**config.mk**
```make
export PLATFORM = sky130hd
export DESIGN_NAME = sram_arbiter
export DESIGN_NICKNAME = d
export VERILOG_FILES = /design/src/rtl/sram_arbiter.sv
export SDC_FILE = /design/constraint.sdc
export NUM_CORES = 1
export LEC_CHECK = 0
export CORE_MARGIN = 5
export CORE_UTILIZATION = 35
export DETAILED_ROUTE_END_ITERATION = 6
export PLACE_DENSITY_LB_ADDON = 0.15
export SLEW_MARGIN = 40
export SYNTH_ARGS = -nofsm -noshare
export SYNTH_HDL_FRONTEND = slang
export SYNTH_SLANG_ARGS = --single-unit
```
**constraint.sdc**
```tcl
create_clock -name clk -period 2.77 [get_ports clk]
set_clock_uncertainty 0.2 [all_clocks]
set_input_delay 0.4155 -clock clk [delete_from_list [all_inputs] [get_ports clk]]
set_output_delay 0.4155 -clock clk [all_outputs]
set_load 0.02 [all_outputs]
```
**src/rtl/sram_arbiter.sv**
```systemverilog
// sram_arbiter: round-robin arbiter that multiplexes NR read clients and
// NW write clients onto one asynchronous 16-bit SRAM. Each transaction
// holds the strobes for ACCESS_CYCLES cycles, then spends one DONE cycle
// with all strobes high while the granted client's ready bit pulses.
module sram_arbiter #(
  parameter int NR            = 2,
  parameter int NW            = 2,
  parameter int ACCESS_CYCLES = 2
) (
  input  logic              clk,
  input  logic              reset,
  input  logic [NR-1:0]     rd_req,
  input  logic [NR*20-1:0]  rd_addr,
  output logic [NR-1:0]     rd_ready,
  output logic [15:0]       rd_data,
  input  logic [NW-1:0]     wr_req,
  input  logic [NW*20-1:0]  wr_addr,
  input  logic [NW*16-1:0]  wr_data,
  output logic [NW-1:0]     wr_ready,
  output logic [19:0]       sram_addr,
  output logic [15:0]       sram_dq_out,
  output logic              sram_dq_oe,
  input  logic [15:0]       sram_dq_in,
  output logic              sram_oe_n,
  output logic              sram_we_n,
  output logic              sram_ub_n,
  output logic              sram_lb_n
);

  localparam int N  = NR + NW;
  localparam int IW = (N > 1) ? $clog2(N) : 1;
  localparam int CW = $clog2(ACCESS_CYCLES + 1);

  typedef enum logic [1:0] {
    ST_IDLE   = 2'd0,
    ST_ACCESS = 2'd1,
    ST_DONE   = 2'd2
  } state_t;

  state_t          state_r, state_s;
  logic [CW-1:0]   cnt_r, cnt_s;
  logic [IW-1:0]   rr_ptr_r;
  logic [IW-1:0]   grant_idx_r;
  logic            is_write_r;

  logic [N-1:0]    req_all_s;
  logic            any_found_s, up_found_s, grant_found_s, grant_write_s;
  logic [IW-1:0]   any_idx_s, up_idx_s, grant_idx_s;
  logic [19:0]     grant_addr_s;
  logic [15:0]     grant_data_s;
  logic            do_grant_s, last_access_s, write_s;

  logic            oe_n_r, we_n_r, ub_n_r, lb_n_r, dq_oe_r;
  logic            oe_n_s, we_n_s, ub_n_s, lb_n_s, dq_oe_s;
  logic [19:0]     addr_r, addr_s;
  logic [15:0]     dq_out_r, dq_out_s, rd_data_r, rd_data_s;
  logic [NR-1:0]   rd_ready_r, rd_ready_s;
  logic [NW-1:0]   wr_ready_r, wr_ready_s;

  assign req_all_s     = {wr_req, rd_req};
  assign do_grant_s    = (state_r == ST_IDLE) && grant_found_s;
  assign last_access_s = (cnt_r == CW'(ACCESS_CYCLES - 1));

  // Round-robin pick: lowest requester at or above rr_ptr, else lowest overall.
  always_comb begin
    any_found_s = 1'b0;
    up_found_s  = 1'b0;
    any_idx_s   = '0;
    up_idx_s    = '0;
    for (int i = N - 1; i >= 0; i--) begin
      if (req_all_s[i]) begin
        any_found_s = 1'b1;
        any_idx_s   = IW'(i);
        if (IW'(i) >= rr_ptr_r) begin
          up_found_s = 1'b1;
          up_idx_s   = IW'(i);
        end else begin
          up_found_s = up_found_s;
        end
      end else begin
        any_found_s = any_found_s;
      end
    end
    grant_found_s = any_found_s;
    if (up_found_s) begin
      grant_idx_s = up_idx_s;
    end else begin
      grant_idx_s = any_idx_s;
    end
    grant_write_s = (grant_idx_s >= IW'(NR));
  end

  // Address/data mux for the candidate grant.
  always_comb begin
    grant_addr_s = 20'h00000;
    grant_data_s = 16'h0000;
    for (int i = 0; i < NR; i++) begin
      if (grant_idx_s == IW'(i)) begin
        grant_addr_s = rd_addr[20*i +: 20];
      end else begin
        grant_addr_s = grant_addr_s;
      end
    end
    for (int i = 0; i < NW; i++) begin
      if (grant_idx_s == IW'(NR + i)) begin
        grant_addr_s = wr_addr[20*i +: 20];
        grant_data_s = wr_data[16*i +: 16];
      end else begin
        grant_data_s = grant_data_s;
      end
    end
  end

  // FSM state and access-cycle counter register.
  always_ff @(posedge clk or negedge reset) begin
    if (!reset) begin
      state_r <= ST_IDLE;
      cnt_r   <= '0;
    end else begin
      state_r <= state_s;
      cnt_r   <= cnt_s;
    end
  end

  // Next-state logic: IDLE -> ACCESS (ACCESS_CYCLES) -> DONE -> IDLE.
  always_comb begin
    state_s = state_r;
    cnt_s   = cnt_r;
    case (state_r)
      ST_IDLE: begin
        if (grant_found_s) begin
          state_s = ST_ACCESS;
          cnt_s   = '0;
        end else begin
          state_s = ST_IDLE;
        end
      end
      ST_ACCESS: begin
        if (last_access_s) begin
          state_s = ST_DONE;
        end else begin
          cnt_s = cnt_r + CW'(1);
        end
      end
      ST_DONE: state_s = ST_IDLE;
      default: state_s = ST_IDLE;
    endcase
  end

  // Latch the granted client and advance the round-robin pointer.
  always_ff @(posedge clk or negedge reset) begin
    if (!reset) begin
      rr_ptr_r    <= '0;
      grant_idx_r <= '0;
      is_write_r  <= 1'b0;
    end else if (do_grant_s) begin
      grant_idx_r <= grant_idx_s;
      is_write_r  <= grant_write_s;
      rr_ptr_r    <= (grant_idx_s == IW'(N - 1)) ? IW'(0) : grant_idx_s + IW'(1);
    end else begin
      rr_ptr_r <= rr_ptr_r;
    end
  end

  // Output decode from the upcoming state so every output is registered.
  always_comb begin
    write_s    = do_grant_s ? grant_write_s : is_write_r;
    oe_n_s     = 1'b1;
    we_n_s     = 1'b1;
    ub_n_s     = 1'b1;
    lb_n_s     = 1'b1;
    dq_oe_s    = 1'b0;
    rd_ready_s = '0;
    wr_ready_s = '0;
    addr_s     = addr_r;
    dq_out_s   = dq_out_r;
    rd_data_s  = rd_data_r;
    case (state_s)
      ST_ACCESS: begin
        ub_n_s  = 1'b0;
        lb_n_s  = 1'b0;
        oe_n_s  = write_s;
        we_n_s  = ~write_s;
        dq_oe_s = write_s;
      end
      ST_DONE: begin
        dq_oe_s = is_write_r;
        for (int i = 0; i < NR; i++) begin
          if (!is_write_r && (grant_idx_r == IW'(i))) begin
            rd_ready_s[i] = 1'b1;
          end else begin
            rd_ready_s[i] = 1'b0;
          end
        end
        for (int i = 0; i < NW; i++) begin
          if (is_write_r && (grant_idx_r == IW'(NR + i))) begin
            wr_ready_s[i] = 1'b1;
          end else begin
            wr_ready_s[i] = 1'b0;
          end
        end
      end
      ST_IDLE: oe_n_s = 1'b1;
      default: oe_n_s = 1'b1;
    endcase
    if (do_grant_s) begin
      addr_s = grant_addr_s;
      if (grant_write_s) begin
        dq_out_s = grant_data_s;
      end else begin
        dq_out_s = dq_out_r;
      end
    end else begin
      addr_s = addr_r;
    end
    if ((state_r == ST_ACCESS) && last_access_s && !is_write_r) begin
      rd_data_s = sram_dq_in;
    end else begin
      rd_data_s = rd_data_r;
    end
  end

  // Output registers.
  always_ff @(posedge clk or negedge reset) begin
    if (!reset) begin
      oe_n_r     <= 1'b1;
      we_n_r     <= 1'b1;
      ub_n_r     <= 1'b1;
      lb_n_r     <= 1'b1;
      dq_oe_r    <= 1'b0;
      addr_r     <= 20'h00000;
      dq_out_r   <= 16'h0000;
      rd_data_r  <= 16'h0000;
      rd_ready_r <= '0;
      wr_ready_r <= '0;
    end else begin
      oe_n_r     <= oe_n_s;
      we_n_r     <= we_n_s;
      ub_n_r     <= ub_n_s;
      lb_n_r     <= lb_n_s;
      dq_oe_r    <= dq_oe_s;
      addr_r     <= addr_s;
      dq_out_r   <= dq_out_s;
      rd_data_r  <= rd_data_s;
      rd_ready_r <= rd_ready_s;
      wr_ready_r <= wr_ready_s;
    end
  end

  assign sram_oe_n   = oe_n_r;
  assign sram_we_n   = we_n_r;
  assign sram_ub_n   = ub_n_r;
  assign sram_lb_n   = lb_n_r;
  assign sram_dq_oe  = dq_oe_r;
  assign sram_addr   = addr_r;
  assign sram_dq_out = dq_out_r;
  assign rd_data     = rd_data_r;
  assign rd_ready    = rd_ready_r;
  assign wr_ready    = wr_ready_r;

endmodule

```
==> run summary, run 1 <==
Status -> finished clean
Final-report setup violation count -> 0
Post-DP HPWL -> 8.26 mm
Antenna cells -> 0
Startpoint types -> input pin
Worst slew pin tran -> 0.696 ns
Placement Setup Slack -> -0.441 ns
Static Leakage -> 2.44 nW
CP Capture Type -> flop
Hold slack -> 0.265 ns
Setup TNS Final -> 0 ns
Clock buffer depth -> 2
Fin nets -> 668
Gate Count Post-Synth -> 322
Max Slew Vio Count -> 0
RR Startpoint -> rr_ptr_r[1]
Worst min path class -> reg -> reg
Critical Path RT -> 2.77 ns
Fin util -> 60.5%
Final hold violation count -> 0
WL/cell -> 16.3 um
DRC -> 0
First-pass GRT wire length -> 16.9 mm
Finished Layout Cells -> 665
Drt pass-1 iters -> 4
Inserted Clock Buffers -> 9
Mapped Nets -> 463
Vias in the first global route -> 3,388
Final worst slack -> 0.162 ns
Fmax -> 383 MHz
Die area -> 11,800 um2
Initial antenna violation count -> 0
DR iter-0 viols -> 91
Die width -> 109 um
Post-DRT Antenna Nets -> 0
Yosys reg bits -> 69
CTS tree -> done
Seq/Total Area, Yosys -> 50.8%
Setup crit start -> wr_req[1]
Dpl cell area -> 5610 um2
Layout area overhead -> 70.9%
Share of cells above drive strength 1 -> 15.0%
Peak supply drop -> 429 uV
Average cell area after synthesis -> 10.6 um2
PortBufs -> 194
Final wirelength -> 10.8 mm
# fillers -> 882
Number of flip-flops in the largest register -> 20
Hold path start -> grant_idx_r[0]
Post-layout power -> 5.81 mW
Root buf cell -> clkbuf_8
Commonest non-fill, non-tap cell in the layout -> clkdlybuf4s50_1
Critical path type -> in -> reg
Ys Warns -> 0
Die Y -> 109 um
Initial Utilization -> 35.4%
IO Pins -> 195
Largest fanout on the critical path -> 20
Gp weighted congestion -> 0.773
Gr usage total -> 18.3%
Site Rows -> 36
Power Density -> 997 nW/um2
CTS clk-pin slew, worst paths -> 0.07 ns
Core Region -> 9640 um2
Largest net degree at the start of global routing -> 70
Worst-Skew Late Latency -> 0.33 ns
Final Critical Period -> 2.61 ns
CTS Sinks -> 69
Period utilization -> 94.2%
Final Cell Area -> 5830 um2
Post-synth cell types -> 38
Via count -> 3,286
GRT overflow -> 0
Rel. slew slack -> 53.6%
Cell area after synthesis -> 3410 um2
Placed cells -> 646
Commonest cells after routing, fill and taps aside -> clkdlybuf4s50_1, dfrtp_1, nand2_1
Critical path arrival -> 2.61 ns
H-Tree Depth -> 3
Max_cap viols -> 0
DR vias/cell -> 4.94
==> layout make-up <==
type                            count  area (um2)  area share, %
Sequential cell                    69        1730           29.7
Inverter                           11        41.3          0.708
Tap cell                          133         166           2.86
Multi-Input combinational cell    220        1540           26.5
Timing Repair Buffer              216        2160           37.1
Clock inverter                      5        52.6          0.902
Clock buffer                       11         131           2.25
==> logic make-up after synthesis <==
| family | share of synthesized area, % |
|---|---|
| AO/OA/AOI/OAI | 21.4 |
| adder cells (fa/ha/maj) | 2.57 |
| buffers and inverters | 4.33 |
| flip-flops | 50.8 |
| multiplexers | 12.0 |
| AND/OR/NAND/NOR | 9.03 |
==> cells in the mapped netlist, drive strengths merged <==
cell    instances  area share (%)
o21a            2            0.44
o211ai          1            0.37
clkbuf         15             1.7
nand2          48             5.3
dfstp           3             2.3
nor3            1            0.15
a211oi          1            0.22
o221ai         19             4.9
and2            1            0.18
or3             1            0.18
nand3           2            0.29
nand4b          1            0.26
a22o           16             4.1
nor4            1            0.18
dfrtp          66              48
a21o            1            0.26
mux2i           1            0.29
nand3b          2            0.44
mux2           32              12
ha              7             2.6
o21ai          43             6.3
o21bai          1            0.22
nor2           10             1.1
inv            11             1.2
or2             1            0.18
o31ai           2            0.44
buf             7             1.5
a221oi          2            0.70
a21oi          21             3.4
nor4b           2            0.51
or3b            1            0.26
==> what timing repair did <==
action                                 CTS  global route
gates resized for setup                  1             2
endpoints found under the hold margin   66             0
buffers inserted                         0             2
pin swaps                                0             1
hold buffers                             1             0
setup endpoints to repair                5            19
==> critical path: stages <==
cell	delay [ns]
clkdlybuf4s50_1	0.52
o21bai_1	0.10
a221oi_2	0.30
inv_1	0.10
ha_1	0.21
buf_4	0.14
or2_4	0.34
a21oi_1	0.16
o21ai_0	0.11
o221ai_1	0.10
o21ai_0	0.10
==> power by group <==
group | internal (mW) | switching (mW) | leakage [nW]
logic | 1.69 | 1.67 | 1.48
registers | 1.45 | 0.227 | 0.865
clock network | 0.412 | 0.367 | 0.0931
==> worst paths after layout <==
path                                  to  slack, ns  depth (start not counted)
min reg2reg                  rd_ready[0]       0.26                          1
max in group asynchronous  sram_addr[18]       1.48                          2
min                          rd_ready[0]       0.26                          1
min in group asynchronous    rd_ready[1]       0.46                          2
max                         sram_addr[2]       0.16                         11
max reg2reg                 sram_addr[2]       0.21                         11
==> metal layers <==
layer	GRT usage (%)	vias up	wire length, um
met5	0	-	0
met4	5.23	0	112
met3	7.58	8	1220
met2	30.3	154	5210
met1	21.9	1549	4280
li1	-	1575	-
Power figures use the tool's default switching activity.
==> inputs of run 2 (changes only) <==
--- a/config.mk
+++ b/config.mk
@@ -5,9 +5,11 @@
 export SDC_FILE = /design/constraint.sdc
 export NUM_CORES = 1
 export LEC_CHECK = 0
+export ABC_AREA = 1
 export CORE_MARGIN = 5
-export CORE_UTILIZATION = 35
+export CORE_UTILIZATION = 45
 export DETAILED_ROUTE_END_ITERATION = 6
+export DONT_BUFFER_PORTS = 1
 export PLACE_DENSITY_LB_ADDON = 0.15
 export SLEW_MARGIN = 40
 export SYNTH_ARGS = -nofsm -noshare
==> run 2 against run 1 <==
Compared with the run above: sequential power rose by 33%; via count down 10%; worst setup slack improved by 0.32 ns; core utilization down 10 points; non-clock buffer count is 202 lower; routed wire length down 9.0%; total power down 5.5%; global-route usage up 0.82 points.
==> run summary, run 2 <==
RSZ-0062 raised after global routing -> false
Die Y -> 101 um
Final Cell Area -> 4130 um2
Dpl cell area -> 3820 um2
Switching part of the total power -> 46.7%
Met2 GRT Util -> 30.6%
Net Switching -> 2.56 mW
Mapped Nets -> 591
Post-synth cell types -> 30
Share of cells above drive strength 1 -> 16.4%
Worst Reg-to-Reg Cells -> 13
Sequential share of power -> 40.3%
Number of flip-flops in the largest register -> 20
# fillers -> 815
Buf+Inv Stages, Crit Path -> 5
Commonest cells in the netlist -> nand2_1, dfrtp_1, nor2_1, nand3_1, o22ai_1
CTS clk-pin slew, worst paths -> 0.08 ns
Fmax -> 437 MHz
Initial antenna violation count -> 0
Largest stage delay, worst path -> 0.39 ns
Critical Path RT -> 2.80 ns
Synth top area share -> 43.9%
RR Startpoint -> rr_ptr_r[1]
Combinational Power Share -> 43.0%
Finished Layout Cells -> 557
Via count -> 2,959
PortBufs -> 0
Critical path arrival -> 2.32 ns
First-pass GRT wire length -> 15.2 mm
Gr usage total -> 19.1%
Cell area after synthesis -> 3760 um2
Initial Utilization -> 46.0%
Root buf cell -> clkbuf_8
Ranking of synthesized cells by area -> dfrtp_1, nand2_1, nand3_1
Core Region -> 8180 um2
Final wirelength -> 9.84 mm
Critical path type -> reg -> reg
Reg2Reg Setup Slack -> 0.48 ns
Setup TNS Final -> 0 ns
Cell mode on critical path -> nand3_1
Int Pwr -> 2.93 mW
Site Rows -> 33
Die area -> 10,300 um2
Antenna cells -> 0
Commonest cells after routing, fill and taps aside -> nand2_1, dfrtp_1, nor2_1
Post-layout power -> 5.49 mW
Fin util -> 50.5%
Crit-path slowest cell -> dfrtp_1
Largest fanout on the critical path -> 17
Worst min path class -> in -> reg
Clock power frac -> 16.6%
Period utilization -> 82.5%
Storage cell area -> 1730 um2
Gp weighted congestion -> 0.825
Rel. slew slack -> 76.0%
Hold slack -> 0.0222 ns
Final worst slack -> 0.484 ns
Synth Area in Compound Gates -> 10.6%
Worst-Skew Late Latency -> 0.33 ns
Placement Setup Slack -> 0.442 ns
Seq/Total Area, Yosys -> 46.0%
IO Pins -> 195
Post-DRT Antenna Nets -> 0
Static Leakage -> 2.07 nW
Status -> finished clean
CP Cell Sequence -> inv_2, nand3_1, nand2_1, inv_1, nand3_1, nand3_1, inv_1, ha_1, inv_2, nand2_1, buf_4, o22ai_1, o31ai_1
Synth Area in XOR/XNOR -> 0%
Kind of cell adding the most delay to the critical path -> buffers and inverters
Worst min-delay path endpoint -> rd_data[10]
Area of the multi-input gates -> 1790 um2
Peak supply drop -> 449 uV
Mux cell area share after synthesis -> 5.79%
H-Tree Depth -> 3
EDFF count, synth -> 0
Yosys reg bits -> 69
GRT overflow -> 0
Power Density -> 1330 nW/um2
Inserted Clock Buffers -> 9
CTS resizes -> 0
Vias in the first global route -> 2,951
GRT met3 Usage -> 7.23%
DR vias/cell -> 5.31
GR peak layer -> met2
Drt pass-1 iters -> 4
Most common cell in the netlist -> nand2_1
Clock buffer depth -> 2
CTS Sinks -> 69
Startpoint types -> flop
Final-report setup violation count -> 0
Simple-gate share of the synthesized area -> 28.7%
Commonest non-fill, non-tap cell in the layout -> nand2_1
Fraction of registers with async set or reset after synthesis -> 100%
Average cell area after synthesis -> 8.36 um2
Cell taking the most area after synthesis -> dfrtp_1
Placed cells -> 535
Hold Crit Depth -> 1
CP Capture Type -> flop
Largest family of logic cells by synthesized area -> simple AND/OR/NAND/NOR gates
Top FF cell, synth -> dfrtp_1
WL/cell -> 17.7 um
R2R Path End -> sram_addr[12]
Layout area overhead -> 9.72%
DR iter-0 viols -> 65
Gate Count Post-Synth -> 450
Ys Warns -> 0
Fin nets -> 588
Final hold violation count -> 0
Die width -> 101 um
DRC -> 0
Adder-cell share of the synthesized area -> 2.33%
Hold path start -> sram_dq_in[10]
Max Slew Vio Count -> 0
Met1 Use GR -> 23.5%
Worst slew pin tran -> 0.360 ns
Largest net degree at the start of global routing -> 70
Final Critical Period -> 2.29 ns
Max_cap viols -> 0
Post-DP HPWL -> 7.12 mm
CTS tree -> done
-- run 2: cell count changes after synthesis, sizes merged, moves of 18 or more --
cell	previous run	this run
nand2	48	162
nand3	2	43
nor2	10	48
o21ai	43	8
a21oi	21	1
o22ai	0	20
o221ai	19	0
o31ai	2	20
-- run 2: cell families (layout without fill, tap and decap cells) --
kind of cell | Yosys count | after routing
AO/OA/AOI/OAI | 49 | 49
adder cells (fa/ha/maj) | 7 | 7
buffers and inverters | 51 | 53
flip-flops | 69 | 69
multiplexers | 16 | 16
AND/OR/NAND/NOR | 258 | 258
-- run 2: what timing repair did --
item	4_1_cts	5_1_grt
hold buffers	3	3
endpoints found under the hold margin	70	3
buffers inserted	0	0
-- run 2: area by class of cell --
type	instances	area share [%]
Multi-Input combinational cell	330	43.3
Sequential cell	69	41.9
Clock buffer	10	3.34
Clock inverter	6	2.09
Timing Repair Buffer	14	3.94
Tap cell	105	3.18
Inverter	23	2.21
-- run 2: worst max path at each step --
stage / slack (ns) / depth (start not counted) / end / startpoint
after floorplan: 0.54 / 14 / sram_addr[10] / wr_req[1]
after global placement: 0.49 / 12 / sram_addr[9] / wr_req[1]
after detailed placement: 0.44 / 13 / sram_addr[18] / rr_ptr_r[1]
after CTS: 0.45 / 13 / sram_addr[12] / rr_ptr_r[1]
after global routing: 0.19 / 13 / sram_addr[12] / rr_ptr_r[1]
final: 0.48 / 13 / sram_addr[12] / rr_ptr_r[1]
-- run 2: power groups by stage --
| stage | Combinational, mW | Sequential, mW | Clock, mW |
|---|---|---|---|
| 2_1_floorplan | 2.01 | 2.11 | 0 |
| 3_3_place_gp | 2.31 | 2.24 | 0 |
| 3_5_place_dp | 2.37 | 2.24 | 0 |
| 4_1_cts | 2.41 | 2.23 | 0.947 |
| 5_1_grt | 2.72 | 2.27 | 0.987 |
| 6_report | 2.36 | 2.22 | 0.913 |
-- run 2: routing by layer --
| layer | vias up | wire length [um] |
|---|---|---|
| met5 | - | 0 |
| met3 | 14 | 927 |
| li1 | 1461 | - |
| met2 | 119 | 4690 |
| met4 | 0 | 215 |
| met1 | 1365 | 4010 |
==> inputs of run 3 (changes only) <==
==> constraint.sdc (replaced) <==
create_clock -name clk -period 2.05 [get_ports clk]
set_clock_uncertainty 0.2 [all_clocks]
set_input_delay 0.3075 -clock clk [delete_from_list [all_inputs] [get_ports clk]]
set_output_delay 0.3075 -clock clk [all_outputs]
set_load 0.02 [all_outputs]
==> run 3 against run 2 <==
Compared with the run above: the run now ends with negative hold slack, negative setup slack left; final area up 23%; die area is the same; largest power group unchanged; non-clock buffer count is 68 higher; worst setup slack worse by 0.55 ns; first-iteration DRC count is 140% higher; clock power rose by 9.0%; via count is 14% higher; cell count increased by 12%; global-route usage increased by 3.5 points; core utilization up 12 points; routed wire length is 17% higher; register-to-register slack got worse by 0.55 ns.
==> run summary, run 3 (same netlist as run 2, synthesis figures left out) <==
Dpl cell area -> 3950 um2
First-pass GRT wire length -> 17.9 mm
PortBufs -> 0
Setup TNS Final -> -0.642 ns
CTS Sinks -> 69
Inserted Clock Buffers -> 9
Power Density -> 1640 nW/um2
Layout area overhead -> 35.1%
Final Critical Period -> 2.12 ns
Die Y -> 101 um
Fmax -> 472 MHz
Worst min path class -> in -> async
Antenna cells -> 0
Fin nets -> 656
Gr usage total -> 22.6%
Drt pass-1 iters -> 4
Combinational Power Share -> 51.9%
Final Cell Area -> 5080 um2
RR Startpoint -> rr_ptr_r[0]
Startpoint types -> flop
Post-DRT Antenna Nets -> 0
Core Region -> 8180 um2
Commonest cells after routing, fill and taps aside -> nand2_1, dfrtp_1, dlygate4sd3_1
Site Rows -> 33
Peak supply drop -> 642 uV
Root buf cell -> clkbuf_8
Share of cells above drive strength 1 -> 24.8%
Static Leakage -> 2.45 nW
Switching part of the total power -> 46.8%
RSZ-0062 raised after global routing -> true
Setup crit start -> rr_ptr_r[0]
Violated checks -> negative hold slack, negative setup slack
CTS tree -> done
Via count -> 3,373
H-Tree Depth -> 3
Clock power frac -> 12.0%
Critical path arrival -> 2.16 ns
CP Capture Type -> flop
Post-layout power -> 8.32 mW
DR vias/cell -> 5.40
Final-report setup violation count -> 27
Initial antenna violation count -> 0
Die area -> 10,300 um2
Largest net degree at the start of global routing -> 70
Critical path type -> reg -> reg
Clock buffer depth -> 2
WL/cell -> 18.5 um
Worst slew pin tran -> 0.277 ns
Largest fanout on the critical path -> 5
DRC -> 0
Max_cap viols -> 0
Final wirelength -> 11.5 mm
Int Pwr -> 4.42 mW
Hold slack -> -0.547 ns
Die width -> 101 um
Post-DP HPWL -> 7.50 mm
Final hold violation count -> 69
Placed cells -> 545
Gp weighted congestion -> 0.792
Sequential share of power -> 36.2%
DR iter-0 viols -> 158
Initial Utilization -> 46.0%
Critical Path RT -> 2.10 ns
Status -> finished with violations
Placement Setup Slack -> -0.131 ns
Net Switching -> 3.89 mW
Number of flip-flops in the largest register -> 20
Worst-Skew Late Latency -> 0.34 ns
Commonest non-fill, non-tap cell in the layout -> nand2_1
GRT overflow -> 0
Finished Layout Cells -> 625
IO Pins -> 195
CTS clk-pin slew, worst paths -> 0.08 ns
Rel. slew slack -> 81.5%
Final worst slack -> -0.0670 ns
Vias in the first global route -> 3,495
Period utilization -> 103%
Max Slew Vio Count -> 0
run 3: repair_timing:
action,in CTS,in global routing
resized for setup,31,25
cloned,4,2
hold buffers,54,1
buffers inserted,2,1
endpoints found under the setup margin,38,38
endpoints found under the hold margin,108,70
pin swaps,5,16
run 3: power groups by stage:
stage          clock network, mW  registers (mW)  logic (mW)
2_1_floorplan                  0            2.86        2.78
3_3_place_gp                   0            3.02        3.35
3_5_place_dp                   0            3.04        3.42
4_1_cts                     1.03            3.02        4.05
5_1_grt                     1.09            3.09        4.78
6_report                   0.995            3.01        4.31
run 3: final timing paths:
check | end | slack [ns] | depth (start not counted)
max | sram_addr[12] | -0.07 | 13
min | sram_dq_out[4] | -0.55 | 0
max reg2reg | sram_addr[12] | -0.07 | 13
min reg2reg | rd_ready[0] | 0.30 | 1
max in group asynchronous | sram_oe_n | 2.02 | 0
min in group clk | sram_dq_out[15] | 0.03 | 4
run 3: metrics by stage:
stage	hold slack [ns]	utilization, %
6_report	-0.547	62.1
3_5_place_dp	-0.186	48.3
3_3_place_gp	-0.186	48.3
4_1_cts	-0.568	60.2
5_1_grt	-0.577	62.1
2_1_floorplan	-0.188	-
run 3: layout make-up:
type                    instances  area [um2]
clock buffers                   9         124
clock inverters                 7        50.0
fillers                       700        3100
inverters                      23         101
multi-input cells             330        1980
flip-flops and latches         69        1730
well taps                     105         131
repair buffers                 82         966
run 3: critical path: stages, from the launching register on:
cell     delay, ns
dfrtp_1       0.39
inv_2         0.07
nand3_2       0.09
nand2_2       0.08
inv_2         0.05
nand3_2       0.08
nand3_4       0.10
buf_4         0.16
ha_4          0.19
nand2_8       0.10
buf_12        0.11
buf_16        0.11
o22ai_2       0.06
o31ai_1       0.23
run 3: per-layer routing:
| metal | routed length [um] | track usage, % | share of wire, % | up-vias |
|---|---|---|---|---|
| li1 | - | - | - | 1608 |
| met1 | 4440 | 26.5 | 38 | 1589 |
| met2 | 5900 | 38.8 | 51 | 152 |
| met3 | 933 | 7.02 | 8.1 | 24 |
| met4 | 272 | 8.38 | 2.4 | 0 |
| met5 | 0 | 0 | 0 | - |
